==> src/rtl/uart_packet_rx_pkg.sv <==
// Shared encodings and defaults for the UART packet receiver.
// Byte and packet FSM states plus default framing constants.
package uart_packet_rx_pkg;

  localparam int          DEF_CLKS_PER_BIT = 2604;
  localparam logic [7:0]  DEF_STX          = 8'h02;
  localparam logic [7:0]  DEF_ETX          = 8'h03;

  typedef enum logic [1:0] {
    B_IDLE,
    B_START,
    B_DATA,
    B_STOP
  } byte_state_e;

  typedef enum logic [1:0] {
    P_IDLE,
    P_RECV,
    P_DONE
  } pkt_state_e;

endpackage

==> src/rtl/uart_rx_byte.sv <==
// 8N1 byte deserialiser with input synchroniser and mid-bit sampling.
// byte_valid / byte_ferr pulse during the clk that samples the stop bit.
module uart_rx_byte
  import uart_packet_rx_pkg::*;
#(
  parameter int CLKS_PER_BIT = DEF_CLKS_PER_BIT
) (
  input  logic       clk,
  input  logic       rst,
  input  logic       rxd,
  output logic [7:0] byte_data,
  output logic       byte_valid,
  output logic       byte_ferr,
  output logic       byte_busy
);

  localparam int TW = $clog2(CLKS_PER_BIT);
  localparam logic [TW-1:0] BIT_END  = TW'(CLKS_PER_BIT - 1);
  localparam logic [TW-1:0] HALF_END = TW'(CLKS_PER_BIT / 2 - 1);

  logic [1:0]    sync;
  logic          rx_s;
  logic          rx_q;
  byte_state_e   state, state_n;
  logic [TW-1:0] timer, timer_n;
  logic [2:0]    bit_cnt, bit_cnt_n;
  logic [7:0]    shreg, shreg_n;

  assign rx_s = sync[1];

  // Line idles high, so the synchroniser resets to 1 to avoid a false edge.
  always_ff @(posedge clk) begin
    if (rst) begin
      sync    <= 2'b11;
      rx_q    <= 1'b1;
      state   <= B_IDLE;
      timer   <= '0;
      bit_cnt <= '0;
      shreg   <= '0;
    end else begin
      sync    <= {sync[0], rxd};
      rx_q    <= rx_s;
      state   <= state_n;
      timer   <= timer_n;
      bit_cnt <= bit_cnt_n;
      shreg   <= shreg_n;
    end
  end

  always_comb begin
    state_n    = state;
    timer_n    = timer;
    bit_cnt_n  = bit_cnt;
    shreg_n    = shreg;
    byte_valid = 1'b0;
    byte_ferr  = 1'b0;
    unique case (state)
      B_IDLE: begin
        timer_n = '0;
        if (rx_q && !rx_s) begin
          state_n   = B_START;
          bit_cnt_n = '0;
        end
      end
      B_START: begin
        if (timer == HALF_END) begin
          timer_n = '0;
          state_n = rx_s ? B_IDLE : B_DATA;
        end else begin
          timer_n = timer + 1'b1;
        end
      end
      B_DATA: begin
        if (timer == BIT_END) begin
          timer_n   = '0;
          shreg_n   = {rx_s, shreg[7:1]};
          bit_cnt_n = bit_cnt + 1'b1;
          if (bit_cnt == 3'd7) state_n = B_STOP;
        end else begin
          timer_n = timer + 1'b1;
        end
      end
      B_STOP: begin
        if (timer == BIT_END) begin
          timer_n    = '0;
          state_n    = B_IDLE;
          byte_valid = rx_s;
          byte_ferr  = !rx_s;
        end else begin
          timer_n = timer + 1'b1;
        end
      end
      default: state_n = B_IDLE;
    endcase
  end

  assign byte_data = shreg;
  assign byte_busy = (state != B_IDLE);

endmodule

==> src/rtl/uart_packet_rx.sv <==
// STX|payload|ETX packet framer on top of the 8N1 byte receiver.
// Payload leaves on a valid/ready port; framing faults pulse err_* outputs.
module uart_packet_rx
  import uart_packet_rx_pkg::*;
#(
  parameter int          CLKS_PER_BIT = DEF_CLKS_PER_BIT,
  parameter int          PKT_BYTES    = 8,
  parameter logic [7:0]  STX          = DEF_STX,
  parameter logic [7:0]  ETX          = DEF_ETX,
  parameter int          TIMEOUT_CLKS = 500000,
  localparam int         PW           = (PKT_BYTES - 2) * 8
) (
  input  logic          clk,
  input  logic          rst,
  input  logic          rxd,
  output logic [PW-1:0] pkt_data,
  output logic          pkt_valid,
  input  logic          pkt_ready,
  output logic          err_frame,
  output logic          err_marker,
  output logic          err_timeout,
  output logic          err_overrun,
  output logic          busy
);

  localparam int IW = $clog2(PKT_BYTES);
  localparam int GW = $clog2(TIMEOUT_CLKS + 1);
  localparam logic [IW-1:0] LAST    = IW'(PKT_BYTES - 1);
  localparam logic [GW-1:0] GAP_END = GW'(TIMEOUT_CLKS - 1);

  logic [7:0]    byte_data;
  logic          byte_valid;
  logic          byte_ferr;
  logic          byte_busy;

  pkt_state_e    pstate, pstate_n;
  logic [IW-1:0] idx, idx_n;
  logic [GW-1:0] gap, gap_n;
  logic [PW-1:0] asm_q, asm_n;
  logic [PW-1:0] data_n;
  logic          valid_n;
  logic          frame_n, marker_n, timeout_n, overrun_n;

  uart_rx_byte #(
    .CLKS_PER_BIT(CLKS_PER_BIT)
  ) u_byte (
    .clk       (clk),
    .rst       (rst),
    .rxd       (rxd),
    .byte_data (byte_data),
    .byte_valid(byte_valid),
    .byte_ferr (byte_ferr),
    .byte_busy (byte_busy)
  );

  always_ff @(posedge clk) begin
    if (rst) begin
      pstate      <= P_IDLE;
      idx         <= '0;
      gap         <= '0;
      asm_q       <= '0;
      pkt_data    <= '0;
      pkt_valid   <= 1'b0;
      err_frame   <= 1'b0;
      err_marker  <= 1'b0;
      err_timeout <= 1'b0;
      err_overrun <= 1'b0;
    end else begin
      pstate      <= pstate_n;
      idx         <= idx_n;
      gap         <= gap_n;
      asm_q       <= asm_n;
      pkt_data    <= data_n;
      pkt_valid   <= valid_n;
      err_frame   <= frame_n;
      err_marker  <= marker_n;
      err_timeout <= timeout_n;
      err_overrun <= overrun_n;
    end
  end

  always_comb begin
    pstate_n  = pstate;
    idx_n     = idx;
    gap_n     = gap;
    asm_n     = asm_q;
    data_n    = pkt_data;
    valid_n   = pkt_valid;
    frame_n   = 1'b0;
    marker_n  = 1'b0;
    timeout_n = 1'b0;
    overrun_n = 1'b0;
    if (pkt_valid && pkt_ready) valid_n = 1'b0;
    unique case (pstate)
      P_IDLE: begin
        gap_n = '0;
        idx_n = '0;
        if (byte_ferr) begin
          frame_n = 1'b1;
        end else if (byte_valid) begin
          if (byte_data == STX) begin
            pstate_n = P_RECV;
            idx_n    = IW'(1);
          end else begin
            marker_n = 1'b1;
          end
        end
      end
      P_RECV: begin
        if (byte_ferr) begin
          frame_n  = 1'b1;
          pstate_n = P_IDLE;
        end else if (byte_valid) begin
          gap_n = '0;
          if (idx == LAST) begin
            if (byte_data == ETX) begin
              pstate_n = P_DONE;
            end else begin
              marker_n = 1'b1;
              pstate_n = P_IDLE;
            end
          end else begin
            // Shift right so the first payload byte ends up in [7:0].
            asm_n = PW'({byte_data, asm_q} >> 8);
            idx_n = idx + 1'b1;
          end
        end else if (!byte_busy) begin
          if (gap == GAP_END) begin
            timeout_n = 1'b1;
            pstate_n  = P_IDLE;
          end else begin
            gap_n = gap + 1'b1;
          end
        end
      end
      P_DONE: begin
        pstate_n = P_IDLE;
        if (!pkt_valid || pkt_ready) begin
          data_n  = asm_q;
          valid_n = 1'b1;
        end else begin
          overrun_n = 1'b1;
        end
      end
      default: pstate_n = P_IDLE;
    endcase
  end

  assign busy = byte_busy || (pstate != P_IDLE);

endmodule
==> config.mk <==
export PLATFORM = sky130hd
export DESIGN_NAME = uart_packet_rx
export DESIGN_NICKNAME = d
export VERILOG_FILES = /design/src/rtl/uart_packet_rx_pkg.sv /design/src/rtl/uart_rx_byte.sv /design/src/rtl/uart_packet_rx.sv
export SDC_FILE = /design/constraint.sdc
export NUM_CORES = 1
export LEC_CHECK = 0
export CORE_UTILIZATION = 35
export DETAILED_ROUTE_END_ITERATION = 6
export SLEW_MARGIN = 0
export SYNTH_ARGS = -nofsm -noshare
export SYNTH_HDL_FRONTEND = slang
export SYNTH_SLANG_ARGS = --single-unit
==> constraint.sdc <==
create_clock -name clk -period 3 [get_ports clk]
set_input_delay 0.3 -clock clk [delete_from_list [all_inputs] [get_ports clk]]
set_output_delay 0.3 -clock clk [all_outputs]
set_load 0.01 [all_outputs]
==> flow_summary_export.csv <==
group,metric,value,unit
grt,grt_busiest_layer,"met2",
worst_setup_path,ff2ff_setup_slack,0.62,ns
drt,dr_total_vias,5237,
worst_hold_path,worst_hold_path.endpoint,"u_byte.sync[1]$_SDFF_PP1_",
power,pwr-share-seq,47.9,%
sta,hold_viol,0,
sta,timing_worst_slew_pin_value,0.688,ns
place,io_buffer_count,57,
grt,maximum_number_of_pins_on_one_net_before_global_route_repair,66,
place,dp_cells,1015,
grt,antenna_found_initial,0,
job,maximum_capacitance_violations,0,
grt,grt_use_met2,23.2,%
cts,cts_buffers,17,
worst_hold_path,worst_hold_startpoint,"u_byte.sync[0]$_SDFF_PP1_",
worst_setup_path,critPathArrivalTime,2.73,ns
grt,grt_first_pass_wirelength,23300,um
worst_setup_path,path_buf_inv,1,
sta,fmax,420,MHz
worst_setup_path,crit_path_max_incr_delay,0.51,ns
layout,nFillCells,1740,
cts,clock-sinks,153,
die,die_area,0.0184,sq mm
layout,antennaDiodeCount,0,
cts,holdBufCountCts,0,
worst_setup_path,required,3.35,ns
power,ir_worst_vdd,389,uV
power,power.share.combinational,1.5,%
worst_setup_path,cpLargestDelayFamily,"simple AND/OR/NAND/NOR gates",
grt,first_global_vias,4647,
power,portion_of_total_power_attributed_to_the_clock_network,50.6,%
sta,finClkSkew,0.0116,ns
grt,globalRouteMet1Util,22.7,%
power,p_int,3.33,mW
grt,grt.met3_usage,3.37,%
worst_setup_path,critical_path.endpoint_type,"register",
drt,first_pass_iters,4,
synthesis,synth_async_sr_flop_share,0,%
synthesis,synth_cells,775,
worst_setup_path,r2r.worst_path.cells,7,
power,sw_frac_of_total,21.7,%
cts,clock_path_buffers,2,
worst_setup_path,start_kind,"register",
synthesis,ys_types,55,
status,outcome,"finished, final reports clean",
drt,post_detailed_route_via_to_cell_ratio,5.00,
layout,drive_above_1_share,7.79,%
worst_setup_path,path_cells,"ha_1 -> and4bb_2 -> and4_1 -> nor2_2 -> buf_4 -> a2111oi_0 -> mux2i_1",
cts,cts-resized-gates,0,
sta,final-max-slew-violation-count,0,
place,hpwl_reported_at_the_end_of_detailed_placement,8870,um
cts,clkSlewWorstSetupHoldPaths,0.06,ns
sta,finalCriticalPeriod,2.38,ns
synthesis,postSynthRegisterBits,153,
layout,sequential_cell_area,0.00306,sq mm
layout,synthToLayoutAreaGrowth,21.6,%
cts,post_cts.repair.setup_buffers,0,
worst_hold_path,worstHoldPathType,"register to register",
cts,worst_skew_pair.late_latency,0.43,ns
cts,clock_root_buffer_master,"clkbuf_16",
drt,antenna_violating_nets_post_route,0,
sta,setup_violations,0,
worst_setup_path,critical_path.reg2reg.startpoint,"u_byte.timer[0]$_SDFF_PP0_",
layout,multiInputGateArea,0.00291,sq mm
die,placement_rows,48,
sta,finalHoldWorstSlack,0.412,ns
synthesis,synth_enable_flop_cells,0,
sta,setup_repair_after_global_routing_missed_its_margin,"no",
grt,global_route.overflow_total,0,
drt,detail_route.iter0.violations,430,
worst_hold_path,hold_depth,1,
synthesis,synth.yosys.warnings,0,
synthesis,synthesis.area,0.00624,sq mm
die,initial_utilization,35.9,%
die,top_level_ports,58,
cts,htree_levels,4,
synthesis,avgSynthCellArea,8.05,sq um
drt,wl,14000,um
place,gpl.final_weighted_congestion,0.858,
sta,finalCritPeriodShare,79.3,%
sta,setup-tns-final,0,ns
die,dieHeight,135,um
drt,drc_errors,0,
die,design.core.area,0.0174,sq mm
worst_setup_path,timing.critical_path.fanout_max,37,
grt,track_usage,16.0,%
power,power.density_cell_area,561,mW/mm^2
synthesis,synth_ff_type,"dfxtp_1",
power,switching_power,0.922,mW
synthesis,fraction_of_the_yosys_area_taken_by_sequential_cells,49.1,%
synthesis,postSynthNetCount,786,
layout,final_cells,1047,
layout,finalNetCount,820,
worst_setup_path,slowest_stage,"a2111oi_0",
drt,post_drt_wl_per_cell,13.3,um
cts,cts_tree,"built",
worst_setup_path,reg2reg_to,"gap[3]$_SDFFE_PP0P_",
sta,relSlewSlack,54.1,%
worst_setup_path,critPathKind,"register to register",
die,die_w,135,um
power,leakage,2.37,nW
[state kept, by name (all words and copies together), names as in the netlist, 2 cells and up, named ones only]
| register | count |
|---|---|
| asm_q | 48 |
| pkt_data | 48 |
| gap | 19 |
| u_byte.timer | 12 |
| u_byte.byte_data | 8 |
| idx | 3 |
| u_byte.bit_cnt | 3 |
| pstate | 2 |
| u_byte.sync | 2 |
[per-stage QoR]
stage | power [mW] | util (%) | setup WS, ns | cell area, sq um
after floorplan | 2.13 | - | 0.935 | 6240
after global placement | 2.15 | 40.3 | 0.657 | 6990
after detailed placement | 2.15 | 40.3 | 0.630 | 6990
after CTS | 4.30 | 43.7 | 0.623 | 7580
after global routing | 4.39 | 43.7 | 0.401 | 7580
final | 4.25 | 43.7 | 0.620 | 7580
[routing by layer]
layer / vias to the layer above / share of wire [%]
met2: 92 / 44
met4: 0 / 1.6
li1: 2715 / -
met3: 19 / 3.4
met1: 2411 / 51
met5: - / 0
[area by class of cell]
| cell class | count | share of cell area (%) |
|---|---|---|
| inverter | 18 | 0.891 |
| clock inverter | 12 | 1.85 |
| sequential | 153 | 40.4 |
| timing repair buffer | 69 | 8.84 |
| multi-input combinational | 550 | 38.3 |
| tap | 225 | 3.71 |
| clock buffer | 20 | 6.02 |
[Yosys cell counts, drive strengths merged (7+ instances only)]
cell type | instances | area share (%)
nor2 | 34 | 2.0
nand2 | 226 | 14
o211ai | 22 | 2.6
clkbuf | 48 | 2.9
o21ai | 7 | 0.62
mux2i | 10 | 1.6
a21oi | 119 | 9.6
a211oi | 7 | 0.92
nor3 | 9 | 0.72
nand4 | 13 | 1.3
dfxtp | 153 | 49
nand3 | 12 | 0.96
or4 | 7 | 0.90
inv | 18 | 1.1
ha | 7 | 1.4
nand2b | 10 | 1.0
[power by group through the flow]
| stage | logic, mW | clock network, mW | registers (mW) |
|---|---|---|---|
| 3_5_place_dp | 0.0632 | 0 | 2.08 |
| 6_report | 0.0624 | 2.15 | 2.04 |
| 4_1_cts | 0.0632 | 2.20 | 2.04 |
| 2_1_floorplan | 0.0475 | 0 | 2.08 |
| 5_1_grt | 0.0696 | 2.29 | 2.04 |
| 3_3_place_gp | 0.0639 | 0 | 2.08 |
[how the worst max path moves through the flow]
stage                                from                   to  slack [ns]  cells after the start
4_1_cts        u_byte.timer[0]$_SDFF_PP0_  gap[3]$_SDFFE_PP0P_        0.62                      7
6_report       u_byte.timer[0]$_SDFF_PP0_  gap[3]$_SDFFE_PP0P_        0.62                      7
2_1_floorplan  u_byte.timer[0]$_SDFF_PP0_  idx[1]$_SDFFE_PP0P_        0.93                      8
3_5_place_dp   u_byte.timer[0]$_SDFF_PP0_  gap[3]$_SDFFE_PP0P_        0.63                      7
3_3_place_gp   u_byte.timer[0]$_SDFF_PP0_  gap[3]$_SDFFE_PP0P_        0.66                      7
5_1_grt        u_byte.timer[0]$_SDFF_PP0_  gap[3]$_SDFFE_PP0P_        0.40                      7
[cell usage in the layout (no fill, tap or decap), types with 7 or more instances in the layout]
cell type	Yosys	routed
nand2_1	226	226
dfxtp_1	153	153
a21oi_1	119	119
clkdlybuf4s50_1	0	56
nor2_1	34	33
o211ai_1	22	22
inv_1	18	18
clkbuf_16	0	17
nand4_1	13	13
nand3_1	12	12
buf_4	0	12
nand2b_1	10	10
mux2i_1	10	10
nor3_1	9	9
ha_1	7	7
[cell families (layout without fill, tap and decap cells)]
logic type      Yosys count  after routing  synth area share [%]
fa+ha+maj                 7              7                  1.40
buf+inv                  72            119                  4.51
flops                   153            153                  49.1
mux                      11             11                  1.79
simple gates            346            346                  25.3
xor+xnor                 10             10                  1.40
compound gates          176            176                  16.5
No activity file was read; power rests on OpenSTA's default activity.
